==> src/rtl/phy_pkg.sv <==
// Shared PHY definitions: idle fill word, lane popcount and lane-slice offset helper.
package phy_pkg;

  localparam logic [7:0]  IDLE_WORD_DEF = 8'hBC;
  localparam int unsigned MAX_LANES     = 8;

  // Number of set bits in a lane-valid vector, zero-extended to MAX_LANES.
  function automatic logic [3:0] popcount(input logic [MAX_LANES-1:0] v);
    logic [3:0] c;
    c = 4'd0;
    for (int i = 0; i < MAX_LANES; i++) begin
      c = c + {3'd0, v[i]};
    end
    return c;
  endfunction

  // Low bit of lane k inside a packed multi-lane bus.
  function automatic int unsigned lane_lo(input int unsigned k, input int unsigned width);
    return k * width;
  endfunction

endpackage

==> src/rtl/rst_hold_stretch.sv <==
// Stretches the synchronous active-low reset: reset_out rises on the RST_HOLD-th
// consecutive edge at which reset is sampled high.
module rst_hold_stretch #(
  parameter int unsigned RST_HOLD = 2
) (
  input  logic clk_2f,
  input  logic reset,
  output logic reset_out
);

  logic [3:0] hold_cnt_r;
  logic [3:0] hold_next_s;
  logic       reset_out_r;

  // Next hold count: saturates at RST_HOLD, restarts whenever reset is low.
  always_comb begin
    hold_next_s = hold_cnt_r;
    if (!reset) begin
      hold_next_s = 4'd0;
    end else if (hold_cnt_r == 4'(RST_HOLD)) begin
      hold_next_s = hold_cnt_r;
    end else begin
      hold_next_s = hold_cnt_r + 4'd1;
    end
  end

  // Hold counter and registered stretched reset.
  always_ff @(posedge clk_2f) begin
    if (!reset) begin
      hold_cnt_r  <= 4'd0;
      reset_out_r <= 1'b0;
    end else begin
      hold_cnt_r  <= hold_next_s;
      reset_out_r <= (hold_next_s == 4'(RST_HOLD));
    end
  end

  assign reset_out = reset_out_r;

endmodule

==> src/rtl/lane_pipe_stage.sv <==
// Multi-lane PHY pipeline register: DEPTH stages with stall and flush, idle-word
// substitution on invalid lanes, stretched downstream reset and accepted-word counter.
module lane_pipe_stage
  import phy_pkg::*;
#(
  parameter int unsigned     LANES     = 4,
  parameter int unsigned     WIDTH     = 8,
  parameter int unsigned     DEPTH     = 2,
  parameter int unsigned     RST_HOLD  = 2,
  parameter logic [WIDTH-1:0] IDLE_WORD = IDLE_WORD_DEF,
  parameter int unsigned     CNT_W     = 16
) (
  input  logic                   clk_2f,
  input  logic                   reset,
  input  logic [LANES*WIDTH-1:0] data_in,
  input  logic [LANES-1:0]       valid_in,
  input  logic                   enable,
  input  logic                   flush,
  output logic [LANES*WIDTH-1:0] data_out,
  output logic [LANES-1:0]       valid_out,
  output logic                   reset_out,
  output logic [CNT_W-1:0]       word_count
);

  localparam logic [LANES*WIDTH-1:0] FLUSH_DATA = {LANES{IDLE_WORD}};

  logic [LANES*WIDTH-1:0] in_data_s;
  logic [MAX_LANES-1:0]   valid_ext_s;
  logic [CNT_W+3:0]       sum_s;
  logic [CNT_W-1:0]       cnt_next_s;
  logic [CNT_W-1:0]       word_count_r;

  rst_hold_stretch #(
    .RST_HOLD (RST_HOLD)
  ) u_rst_hold (
    .clk_2f    (clk_2f),
    .reset     (reset),
    .reset_out (reset_out)
  );

  // Stage-0 data: invalid lanes carry the idle word instead of their input.
  always_comb begin
    in_data_s = FLUSH_DATA;
    for (int k = 0; k < LANES; k++) begin
      if (valid_in[k]) begin
        in_data_s[lane_lo(k, WIDTH) +: WIDTH] = data_in[lane_lo(k, WIDTH) +: WIDTH];
      end else begin
        in_data_s[lane_lo(k, WIDTH) +: WIDTH] = IDLE_WORD;
      end
    end
  end

  genvar i;
  generate
    for (i = 0; i < DEPTH; i++) begin : g_stage
      logic [LANES*WIDTH-1:0] data_r;
      logic [LANES-1:0]       valid_r;
      logic [LANES*WIDTH-1:0] src_data_s;
      logic [LANES-1:0]       src_valid_s;

      if (i == 0) begin : g_head
        assign src_data_s  = in_data_s;
        assign src_valid_s = valid_in;
      end else begin : g_body
        assign src_data_s  = g_stage[i-1].data_r;
        assign src_valid_s = g_stage[i-1].valid_r;
      end

      // Stage register: reset clears to zero, flush empties to idle words.
      always_ff @(posedge clk_2f) begin
        if (!reset) begin
          data_r  <= {(LANES*WIDTH){1'b0}};
          valid_r <= {LANES{1'b0}};
        end else if (flush) begin
          data_r  <= FLUSH_DATA;
          valid_r <= {LANES{1'b0}};
        end else if (enable) begin
          data_r  <= src_data_s;
          valid_r <= src_valid_s;
        end else begin
          data_r  <= data_r;
          valid_r <= valid_r;
        end
      end
    end
  endgenerate

  assign data_out  = g_stage[DEPTH-1].data_r;
  assign valid_out = g_stage[DEPTH-1].valid_r;

  // Widened sum keeps the carry so saturation can be detected.
  always_comb begin
    valid_ext_s = {MAX_LANES{1'b0}};
    valid_ext_s[LANES-1:0] = valid_in;
    sum_s = {4'd0, word_count_r} + {{CNT_W{1'b0}}, popcount(valid_ext_s)};
    if (sum_s[CNT_W+3:CNT_W] != 4'd0) begin
      cnt_next_s = {CNT_W{1'b1}};
    end else begin
      cnt_next_s = sum_s[CNT_W-1:0];
    end
  end

  // Accepted-word counter: advances only on accepting cycles, survives flush.
  always_ff @(posedge clk_2f) begin
    if (!reset) begin
      word_count_r <= {CNT_W{1'b0}};
    end else if (flush) begin
      word_count_r <= word_count_r;
    end else if (enable) begin
      word_count_r <= cnt_next_s;
    end else begin
      word_count_r <= word_count_r;
    end
  end

  assign word_count = word_count_r;

endmodule

==> config.mk <==
export PLATFORM = sky130hd
export DESIGN_NAME = lane_pipe_stage
export DESIGN_NICKNAME = d
export VERILOG_FILES = /design/src/rtl/phy_pkg.sv /design/src/rtl/rst_hold_stretch.sv /design/src/rtl/lane_pipe_stage.sv
export SDC_FILE = /design/constraint.sdc
export NUM_CORES = 1
export LEC_CHECK = 0
export CAP_MARGIN = 20
export CORE_ASPECT_RATIO = 0.7
export CORE_MARGIN = 2
export CORE_UTILIZATION = 53
export CTS_BUF_LIST = sky130_fd_sc_hd__clkbuf_16
export DETAILED_ROUTE_END_ITERATION = 6
export PLACE_DENSITY = 0.85
export SLEW_MARGIN = 20
export SYNTH_ARGS = -nofsm -noshare
export SYNTH_HDL_FRONTEND = slang
export SYNTH_SLANG_ARGS = --single-unit
export TNS_END_PERCENT = 5
==> constraint.sdc <==
create_clock -name clk_2f -period 7.6 [get_ports clk_2f]
set_input_delay 1.52 -clock clk_2f [delete_from_list [all_inputs] [get_ports clk_2f]]
set_output_delay 1.52 -clock clk_2f [all_outputs]
set_load 0.005 [all_outputs]
==> flow_summary.toml <==
[floorplan]
core_area_sq_um = 6790
rows = 25
ios = 93
start_util_pct = 54.9
die_w_um = 104
die_area_sq_um = 7730
die_height_um = 74.2

[critical_path]
cpPeakStageDelay_ns = 0.57
endpoint_kind = "register"
cp_max_fo = 9
worstPathRequired_ns = 7.86
start_kind = "input pin"
crit_path_top_delay_cell = "fa_1"
worstPathArrival_ns = 4.33
r2r_slack_ns = 5.39
cp_top_family = "adder cells"
path_cells = "clkdlybuf4s50_1 > fa_1 > inv_1 > fa_1 > inv_1 > fa_1 > nand3b_1 > nor3_4 > and3_1 > mux2i_1"
crit_type = "in2reg"
timing.critical_path.buf_inv = 3
cpMostUsedCell = "fa_1"

[clock_tree]
cts.sinks = 93
clockBufferDepth = 2
cts_tree = "built"
cts_setup_buffers = 0
cts_buffers = 9
root_buffer = "clkbuf_16"
cts-hold-fix-buffers = 0
htreeDepth = 3
clk_latency_ns = 0.33
cts_resized = 0
clkTransAtPathRegs_ns = 0.06

[placed_design]
hpwl_um = 5840
dp.cells = 548
port_buffers = 92
placedInstanceArea_sq_um = 4680
place.gp.congestion = 0.885

[timing]
rsz0062_at_grt = "no"
setup_tns_ns = 0
hold_viol = 0
finalCriticalPeriod_ns = 4.07
fmax_ghz = 0.246
slew_headroom_pct = 28.2
skew_ns = 0.00453
maxSlewViolCount = 0
finalCritPeriodShare_pct = 53.6
setup_viol = 0
tightest_slew_ns = 1.08

[route]
drt_iter0_drc = 166
wl_per_cell_um = 15.4
vias = 3112
routed_via_density = 5.52
dr.pass1.iters = 4
drc = 0
detail-route-antenna-nets = 0
drt_wl_total_um = 8680

[finish]
fill_cells = 516
drive_above_1_share_pct = 5.53
nets = 511
stdcell_area_sq_um = 4970
area_growth_pct = 33.2
num_antenna_cells = 0
finalNonFillerCells = 564

[synth]
yosysSeqAreaShare_pct = 49.9
synth-seq-cells = 93
synth.most_common_cell = "dfxtp_1"
ys.flop_type = "dfxtp_1"
synth_edf_count = 0
synthTopCellsByCount = "93 x dfxtp_1, 59 x a21oi_1, 38 x mux2i_1, 24 x nor2_1, 20 x o22ai_1"
async_flop_share_pct = 0
synth.cell_area_sq_um = 3730
synth.top_cell.area_share_pct = 49.9
synth_nets = 431
syn_area_per_cell_sq_um = 9.69
yosys_warnings = 0
synth_cells = 385
synth_area_leaders = "dfxtp_1 50%, mux2i_1 10%, a21oi_1 7.9%"
synth.distinct_cells = 38
post-synth-top-area-cell = "dfxtp_1"

[status]
outcome = "finished clean"

[power_and_ir_drop]
powerDensity_nw_per_um2 = 223
leakagePower_nw = 1.92
vdd_drop_max_mv = 0.163

[global_routing]
grt_usage_pct = 22.6
grt_start_max_net_pins = 93
antenna_found_initial = 0
grt_pass1_vias = 2843
grt_overflow = 0
grt_pass1_wl_um = 13800

[job]
drv_cap = 0

[worst_hold_path]
hp-class = "reg2reg"
logic make-up after synthesis:
logic type                 share of synthesized area (%)
AOI/OAI and AO/OA                                   17.0
xor gates and xnor gates                            1.17
adders and majority gates                           2.62
buffers and inverters                               3.92
DFF                                                 49.9
muxes                                               10.8
and+or+nand+nor                                     14.6
final cells by class:
class	count	area, sq um	share of cell area, %
Clock inverter	7	65.1	1.31
Timing Repair Buffer	94	933	18.8
Clock buffer	9	225	4.53
Multi-Input combinational cell	255	1720	34.6
Sequential cell	93	1860	37.5
Tap cell	94	118	2.37
Inverter	12	45.0	0.906
worst paths after layout:
path                                      startpoint                            endpoint  depth (start not counted)
hold / removal    g_stage[0].data_r[14]$_SDFFE_PP0P_  g_stage[0].data_r[14]$_SDFFE_PP0P_                          2
setup / recovery                         valid_in[0]         word_count[12]$_SDFFE_PN0P_                         10
setup reg to reg          word_count[0]$_SDFFE_PN0P_         word_count[12]$_SDFFE_PN0P_                          8
hold reg to reg   g_stage[0].data_r[14]$_SDFFE_PP0P_  g_stage[0].data_r[14]$_SDFFE_PP0P_                          2
where the power goes:
part | internal (mW) | total (mW) | leakage [nW] | switching (mW)
sequential | 0.517 | 0.535 | 0.765 | 0.0186
clock | 0.254 | 0.435 | 0.149 | 0.181
combinational | 0.0759 | 0.140 | 1.00 | 0.0645
stage by stage:
stage | hold slack [ns] | setup slack, ns | utilization, % | power [mW]
floorplan | 0.445 | 3.97 | - | 0.621
global placement | 0.454 | 3.31 | 68.9 | 0.680
detailed placement | 0.461 | 3.23 | 68.9 | 0.685
CTS | 0.470 | 3.52 | 73.2 | 1.12
global route | 0.491 | 3.30 | 73.2 | 1.16
finish | 0.468 | 3.53 | 73.2 | 1.11
layer usage:
metal,GRT usage [%],share of wire [%]
met5,0,0
met4,5.71,1.4
met3,8.24,6.8
met2,37.5,47
met1,28.4,45
sequential cells by signal, summed over array words and instances (netlist names):
| signal | count |
|---|---|
| data_out | 32 |
| g_stage.data_r | 32 |
| g_stage.valid_r | 4 |
| u_rst_hold.hold_cnt_r | 4 |
| u_rst_hold.reset_out | 1 |
| valid_out | 4 |
| word_count | 16 |
worst min-delay path, delay by kind of cell (launching register included):
family	cells	cell delay, ns
AO/OA/AOI/OAI	1	0.05
AND/OR/NAND/NOR	1	0.06
flip-flops	1	0.31
cells in the final DEF, fill, tap and decap left out, types with 3 or more instances in the layout:
cell | Yosys | layout
a21oi_1 | 59 | 59
a31oi_1 | 8 | 8
and3_1 | 3 | 3
buf_4 | 0 | 3
clkbuf_16 | 0 | 9
clkdlybuf4s50_1 | 0 | 91
dfxtp_1 | 93 | 93
fa_1 | 3 | 3
ha_1 | 3 | 3
inv_1 | 12 | 13
mux2i_1 | 38 | 38
nand2_1 | 14 | 14
nand2b_1 | 18 | 18
nand3_1 | 18 | 18
nand3b_1 | 4 | 4
nor2_1 | 24 | 24
nor2b_1 | 4 | 4
o21ai_0 | 10 | 10
o22ai_1 | 20 | 20
xnor2_1 | 3 | 3
No activity file was read; power rests on OpenSTA's default activity.
